## src/rtl/mem_access_seq.sv

```systemverilog
// MEM-stage data-memory sequencer: single accesses plus the two-access LDI/STI
// pointer chase, stalling the pipeline until the memory completes.
module mem_access_seq (
    input  logic        clk,
    input  logic        reset,
    input  logic [3:0]  opcode,
    input  logic        mem_read_in,
    input  logic        mem_write_in,
    input  logic        writemux_sel,
    input  logic [15:0] addr_in,
    input  logic [15:0] wdata_in,
    input  logic        dmem_resp,
    input  logic [15:0] dmem_rdata,
    output logic        dmem_read,
    output logic        dmem_write,
    output logic [15:0] dmem_address,
    output logic [15:0] dmem_wdata,
    output logic [1:0]  dmem_byte_enable,
    output logic [15:0] rdata_out,
    output logic        load_pipe
);

    localparam logic [3:0] OP_LDI = 4'b1010;
    localparam logic [3:0] OP_STI = 4'b1011;

    typedef enum logic [2:0] {
        IDLE    = 3'd0,
        ACC1    = 3'd1,
        ACC2_RD = 3'd2,
        ACC2_WR = 3'd3,
        DONE    = 3'd4
    } state_t;

    state_t      state_r;
    state_t      next_state_s;
    logic [15:0] ptr_r;
    logic        req_s;
    logic        acc1_write_s;

    assign req_s        = mem_read_in | mem_write_in;
    assign acc1_write_s = ~mem_read_in & mem_write_in;

    // State register; reset abandons any access in flight.
    always_ff @(posedge clk or posedge reset) begin
        if (reset) begin
            state_r <= IDLE;
        end else begin
            state_r <= next_state_s;
        end
    end

    // Next-state decode; dmem_resp only matters in the access states.
    always_comb begin
        next_state_s = state_r;
        case (state_r)
            IDLE: begin
                if (req_s) begin
                    next_state_s = ACC1;
                end else begin
                    next_state_s = IDLE;
                end
            end
            ACC1: begin
                if (!dmem_resp) begin
                    next_state_s = ACC1;
                end else if (opcode == OP_LDI) begin
                    next_state_s = ACC2_RD;
                end else if (opcode == OP_STI) begin
                    next_state_s = ACC2_WR;
                end else begin
                    next_state_s = DONE;
                end
            end
            ACC2_RD, ACC2_WR: begin
                if (dmem_resp) begin
                    next_state_s = DONE;
                end else begin
                    next_state_s = state_r;
                end
            end
            DONE:    next_state_s = IDLE;
            default: next_state_s = IDLE;
        endcase
    end

    // Memory request and stall decode; reset forces a quiet bus and a free pipeline.
    always_comb begin
        dmem_read        = 1'b0;
        dmem_write       = 1'b0;
        dmem_address     = addr_in;
        dmem_wdata       = wdata_in;
        dmem_byte_enable = 2'b00;
        load_pipe        = 1'b0;
        case (state_r)
            IDLE: load_pipe = ~req_s;
            ACC1: begin
                dmem_read  = mem_read_in;
                dmem_write = acc1_write_s;
                if (acc1_write_s && writemux_sel) begin
                    dmem_wdata       = {wdata_in[7:0], wdata_in[7:0]};
                    dmem_byte_enable = addr_in[0] ? 2'b10 : 2'b01;
                end else if (acc1_write_s) begin
                    dmem_byte_enable = 2'b11;
                end else begin
                    dmem_byte_enable = 2'b00;
                end
            end
            ACC2_RD: begin
                dmem_read    = 1'b1;
                dmem_address = ptr_r;
            end
            ACC2_WR: begin
                dmem_write       = 1'b1;
                dmem_address     = ptr_r;
                dmem_byte_enable = 2'b11;
            end
            DONE:    load_pipe = 1'b1;
            default: load_pipe = 1'b1;
        endcase
        if (reset) begin
            dmem_read        = 1'b0;
            dmem_write       = 1'b0;
            dmem_byte_enable = 2'b00;
            load_pipe        = 1'b1;
        end else begin
            load_pipe = load_pipe;
        end
    end

    // Pointer and read-data capture on each completed access.
    always_ff @(posedge clk or posedge reset) begin
        if (reset) begin
            ptr_r     <= 16'h0000;
            rdata_out <= 16'h0000;
        end else if (state_r == ACC1 && dmem_resp) begin
            if (opcode == OP_LDI || opcode == OP_STI) begin
                ptr_r <= dmem_rdata;
            end else if (mem_read_in) begin
                rdata_out <= dmem_rdata;
            end else begin
                rdata_out <= rdata_out;
            end
        end else if (state_r == ACC2_RD && dmem_resp) begin
            rdata_out <= dmem_rdata;
        end else begin
            ptr_r     <= ptr_r;
            rdata_out <= rdata_out;
        end
    end

endmodule
```

## config.mk

```make
export PLATFORM = sky130hd
export DESIGN_NAME = mem_access_seq
export DESIGN_NICKNAME = d
export VERILOG_FILES = /design/src/rtl/mem_access_seq.sv
export SDC_FILE = /design/constraint.sdc
export NUM_CORES = 1
export LEC_CHECK = 0
export ABC_AREA = 1
export BUFFER_PORTS_ARGS = -buffer_cell sky130_fd_sc_hd__buf_2
export CAP_MARGIN = 20
export CORE_ASPECT_RATIO = 0.6
export CORE_MARGIN = 3
export CORE_UTILIZATION = 48
export DETAILED_ROUTE_END_ITERATION = 8
export PLACE_DENSITY = 0.85
export SLEW_MARGIN = 20
export SYNTH_ARGS = -nofsm -noshare
export SYNTH_HDL_FRONTEND = slang
export SYNTH_SLANG_ARGS = --single-unit
```

## constraint.sdc

```tcl
create_clock -name clk -period 3.5 [get_ports clk]
set_clock_uncertainty 0.1 [all_clocks]
set_input_delay 0.35 -clock clk [delete_from_list [all_inputs] [get_ports clk]]
set_output_delay 0.35 -clock clk [all_outputs]
set_load 0.02 [all_outputs]
```

==> Word level (Yosys, flattened, before mapping) <==
Cells that the tools add are included.
{ "totals": {"reg_bits": 35, "latchBits": 0, "ram_bits": 0, "rom_bits": 0, "input_bits": 58, "out_inout_bits": 53, "n_memories": 0} }
{ "classes": {"n_addsub": 0, "n_mul": 0, "div_mod_pow": 0, "magnitude_cmp": 0, "n_eq_ne": 8, "shifts": 0, "muxes": 24, "bitwise": 4, "reduce_logical": 10} }
{ "ops": {"columns": ["operator", "n"], "rows": [
  ["16-bit two-way mux", 7],
  ["3-bit two-way mux", 4],
  ["3-bit one-hot mux with 3 select lines", 1],
  ["4-bit equality test (second input constant)", 2],
  ["2-bit two-way mux", 4],
  ["3-bit by 2-bit equality test with 1-bit output (second input constant)", 2],
  ["1-bit one-hot mux with 2 select lines", 3],
  ["1-bit two-way mux", 4],
  ["2-bit != test (second input constant)", 2],
  ["2-bit one-hot mux with 2 select lines", 1],
  ["3-bit by 1-bit equality test with 1-bit output (second input constant)", 1],
  ["1-bit logical AND", 3],
  ["3-bit zero test", 1],
  ["3-bit AND reduction", 1],
  ["3-bit OR reduction", 1],
  ["2-bit by 1-bit != test with 1-bit output (second input constant)", 1],
  ["1-bit NOT", 2],
  ["2-bit AND reduction", 1],
  ["2-bit nonzero test", 1],
  ["2-bit OR reduction", 1],
  ["1-bit AND", 1],
  ["1-bit logical OR", 1],
  ["1-bit OR", 1]
]} }

==> Logic depth before layout (Yosys ltp) <==
{ "depth": {"word_depth": 6, "depth_mapped": 8, "mapped_depth_nobuf": 7} }

==> Worst setup path before layout <==
OpenSTA, ideal clock, no wires.
{ "synth_timing": {"path_kind": "in2out", "from": "input reset", "to": "output dmem_byte_enable[0]", "t_arrival_ns": 1.785, "setup_slack_ns": 1.265, "path_stages": 3, "n_path_buf": 0, "path_cell_list": "inv_1 o21ai_0 nor2_1"} }
{ "synth_between": {"elab_chain_cells": 1} }
{ "synth_rtl": {"columns": ["item", "line", "rtl"], "rows": [
  ["from (decl)", "5", "input logic reset,"],
  ["2-bit two-way mux", "120", "if (reset) begin"],
  ["to (decl)", "18", "output logic [1:0] dmem_byte_enable,"]
]} }
Every way passes these cells.

==> Worst setup path in the final report <==
{ "layout_timing": {"from": "register state_r[2]", "to": "output dmem_address[0]"} }
{ "layout_between": {"elab_chain_cells": 3} }
{ "layout_rtl": {"columns": ["item", "line", "rtl"], "rows": [
  ["from (decl)", "34", "state_t state_r;"],
  ["from (signal assigned)", "48", "state_r <= next_state_s;"],
  ["3-bit by 2-bit equality test with 1-bit output", "94", "case (state_r)"],
  ["2-bit OR reduction (no source line) (*)", null, null],
  ["16-bit two-way mux (*)", "94", null],
  ["to (decl)", "16", "output logic [15:0] dmem_address,"]
]} }
Every way passes the cells marked *; elsewhere a longest branch is shown, timed or not.

==> results.cfg <==
[outcome]
status = completed

[worst_setup_path]
rr_startpoint = state_r[1]$_DFFE_PP0P_
worstSetupStartpointType = flop
cp-startpoint = state_r[2]$_DFFE_PP0P_
cp.required_ps = 3050
setup.worst_path.class = reg2out
r2r-end = rdata_out[9]$_DFFE_PP0P_
r2r_cells = 7
cp_max_fo = 19
reg2reg_slack_ps = 1930
critPathArrivalTime_ps = 1820
setup.worst_path.end_class = output pin

[detailed_routing]
drtIter0Drc = 123
ant_nets = 0
wl_per_cell_um = 13.7
vias = 2121
firstDrtPassIters = 4
drc_errors = 0
routed_wl_um = 5850
viasPerCell = 4.97

[timing]
period_needed_ps = 2270
fmaxAchievable_ghz = 0.440
layout_setup_ws_ps = 1230
rsz0062_at_grt = no
worstMarginPinSlew_ps = 605
setup_viol = 0
slew_violations = 0
final.period_utilization = 0.649
hold_viol = 0
timing.setup.tns_ps = 0
max-slew-margin-rel = 0.596

[finish]
drive_gt1_frac = 0.389
layout_common_cells = 125 x nand2_1, 110 x buf_2, 44 x nand3_1, 35 x dfrtp_1, 11 x nand2_2
num_antenna_cells = 0
nets = 427
fin_cells = 427
layout_commonest_cell = nand2_1
syn_to_final_growth_pct = 29.4
final_design_area_no_fill_mm2 = 0.00263
fillers = 346

[job]
maxCapViolCount = 0

[placed_design]
io_buffers = 110
hpwl_um = 4430
post-place-ws_ps = 1500
placed_area_mm2 = 0.00252
dp.cells = 419
routabilityCongestion = 0.870

[clocking]
clk_transition_reported_paths_ps = 80
cts_made_buffers = 5
h-tree-depth = 2
cts_tree = done
cts_resized = 0
insertion_delay_ps = 290
clockBufferDepth = 2
cts.sinks = 35
ctsHoldBuffers = 0
post-cts-setup-buffers = 0
cts_root_buf = clkbuf_8

[floorplanning]
die_y_um = 56.4
io_pins = 111
start_util = 0.525
num_rows = 17
die_w_um = 90.0
die-area_mm2 = 0.00508
core_area_mm2 = 0.00387

[yosys]
syn_nets = 327
synth_seq_area_share = 0.431
synth_seq_cells = 35
avgSynthCellArea_um2 = 7.56
synthCells = 269
synth_warnings = 0
syn_area_mm2 = 0.00203
ys_types = 25

[grt]
track_usage = 0.234
grt_start_max_net_pins = 22
grt_overflow = 0
grt_first_pass_wirelength_um = 9630
grt_pass1_vias = 2018
antenna_found_initial = 0

[power]
p_leak_nw = 1.58
irDropWorstVdd_v = 0.000436
powerDensity_mw_per_mm2 = 714
power_mw = 1.88

[worst_hold_path]
hold_path.class = in2async
[flip-flops by register name (all words and copies together) (netlist names)]
register and count:
state_r 3, ptr_r 16, rdata_out 16
[power breakdown]
part	switching, mW	leakage, nW	internal, mW
Combinational	0.553	1.08	0.259
Sequential	0.116	0.444	0.584
Clock	0.153	0.0581	0.212
[worst max-delay path, stage by stage (launching register included)]
cell and delay [ps]:
dfrtp_1 420, inv_2 120, nand2_2 260, inv_2 340, nand2_1 100, o21ai_0 80, buf_2 190
[through the flow]
stage,hold WS (ps),util
4_1_cts,36.0,0.680
3_3_place_gp,354,0.651
3_5_place_dp,358,0.651
6_report,30.8,0.680
5_1_grt,79.5,0.680
2_1_floorplan,342,-
[how the worst max path moves through the flow]
stage               slack (ps)                  end  cells past startpoint
CTS                       1220      dmem_address[0]                      6
finish                    1230      dmem_address[0]                      6
floorplan                 1260  dmem_byte_enable[0]                      3
global placement          1520  dmem_byte_enable[1]                      5
detailed placement        1500  dmem_byte_enable[1]                      5
global route              1030      dmem_address[0]                      6
[cell type report]
cell class              instances  area (um2)  area share
well taps                      57        71.3      0.0271
multi-input cells             205         970       0.369
inverters                      11        43.8      0.0166
clock buffers                   5        68.8      0.0262
flip-flops and latches         35         876       0.333
clock inverters                 3        43.8      0.0166
repair buffers                111         558       0.212
[metal layers]
layer  up-vias  share of wire  global-route usage  wire length (um)
li1       1049              -                   -                 -
met1       968           0.44               0.331              2600
met2        93           0.45               0.354              2620
met3        11          0.090              0.0643               525
met4         0          0.016              0.0610                96
met5         -              0                   0                 0
[cells in the mapped netlist, drive strengths merged]
library cell,n,area share
nand2,140,0.30
nand4,2,0.0062
nor3,2,0.0049
o21ai,3,0.0074
inv,11,0.022
clkbuf,2,0.0037
nand3b,1,0.0037
buf,16,0.067
dfrtp,35,0.43
a21oi,2,0.0049
nor2,8,0.028
nand3,47,0.13
[kinds of logic (layout without fill, tap and decap cells)]
kind of cell / count (synthesis) / after routing / synth area share
simple gates: 200 / 200 / 0.465
flops: 35 / 35 / 0.431
compound gates: 5 / 5 / 0.0123
buf+inv: 29 / 130 / 0.0923
Note: power is estimated with default switching activity, not from simulation.
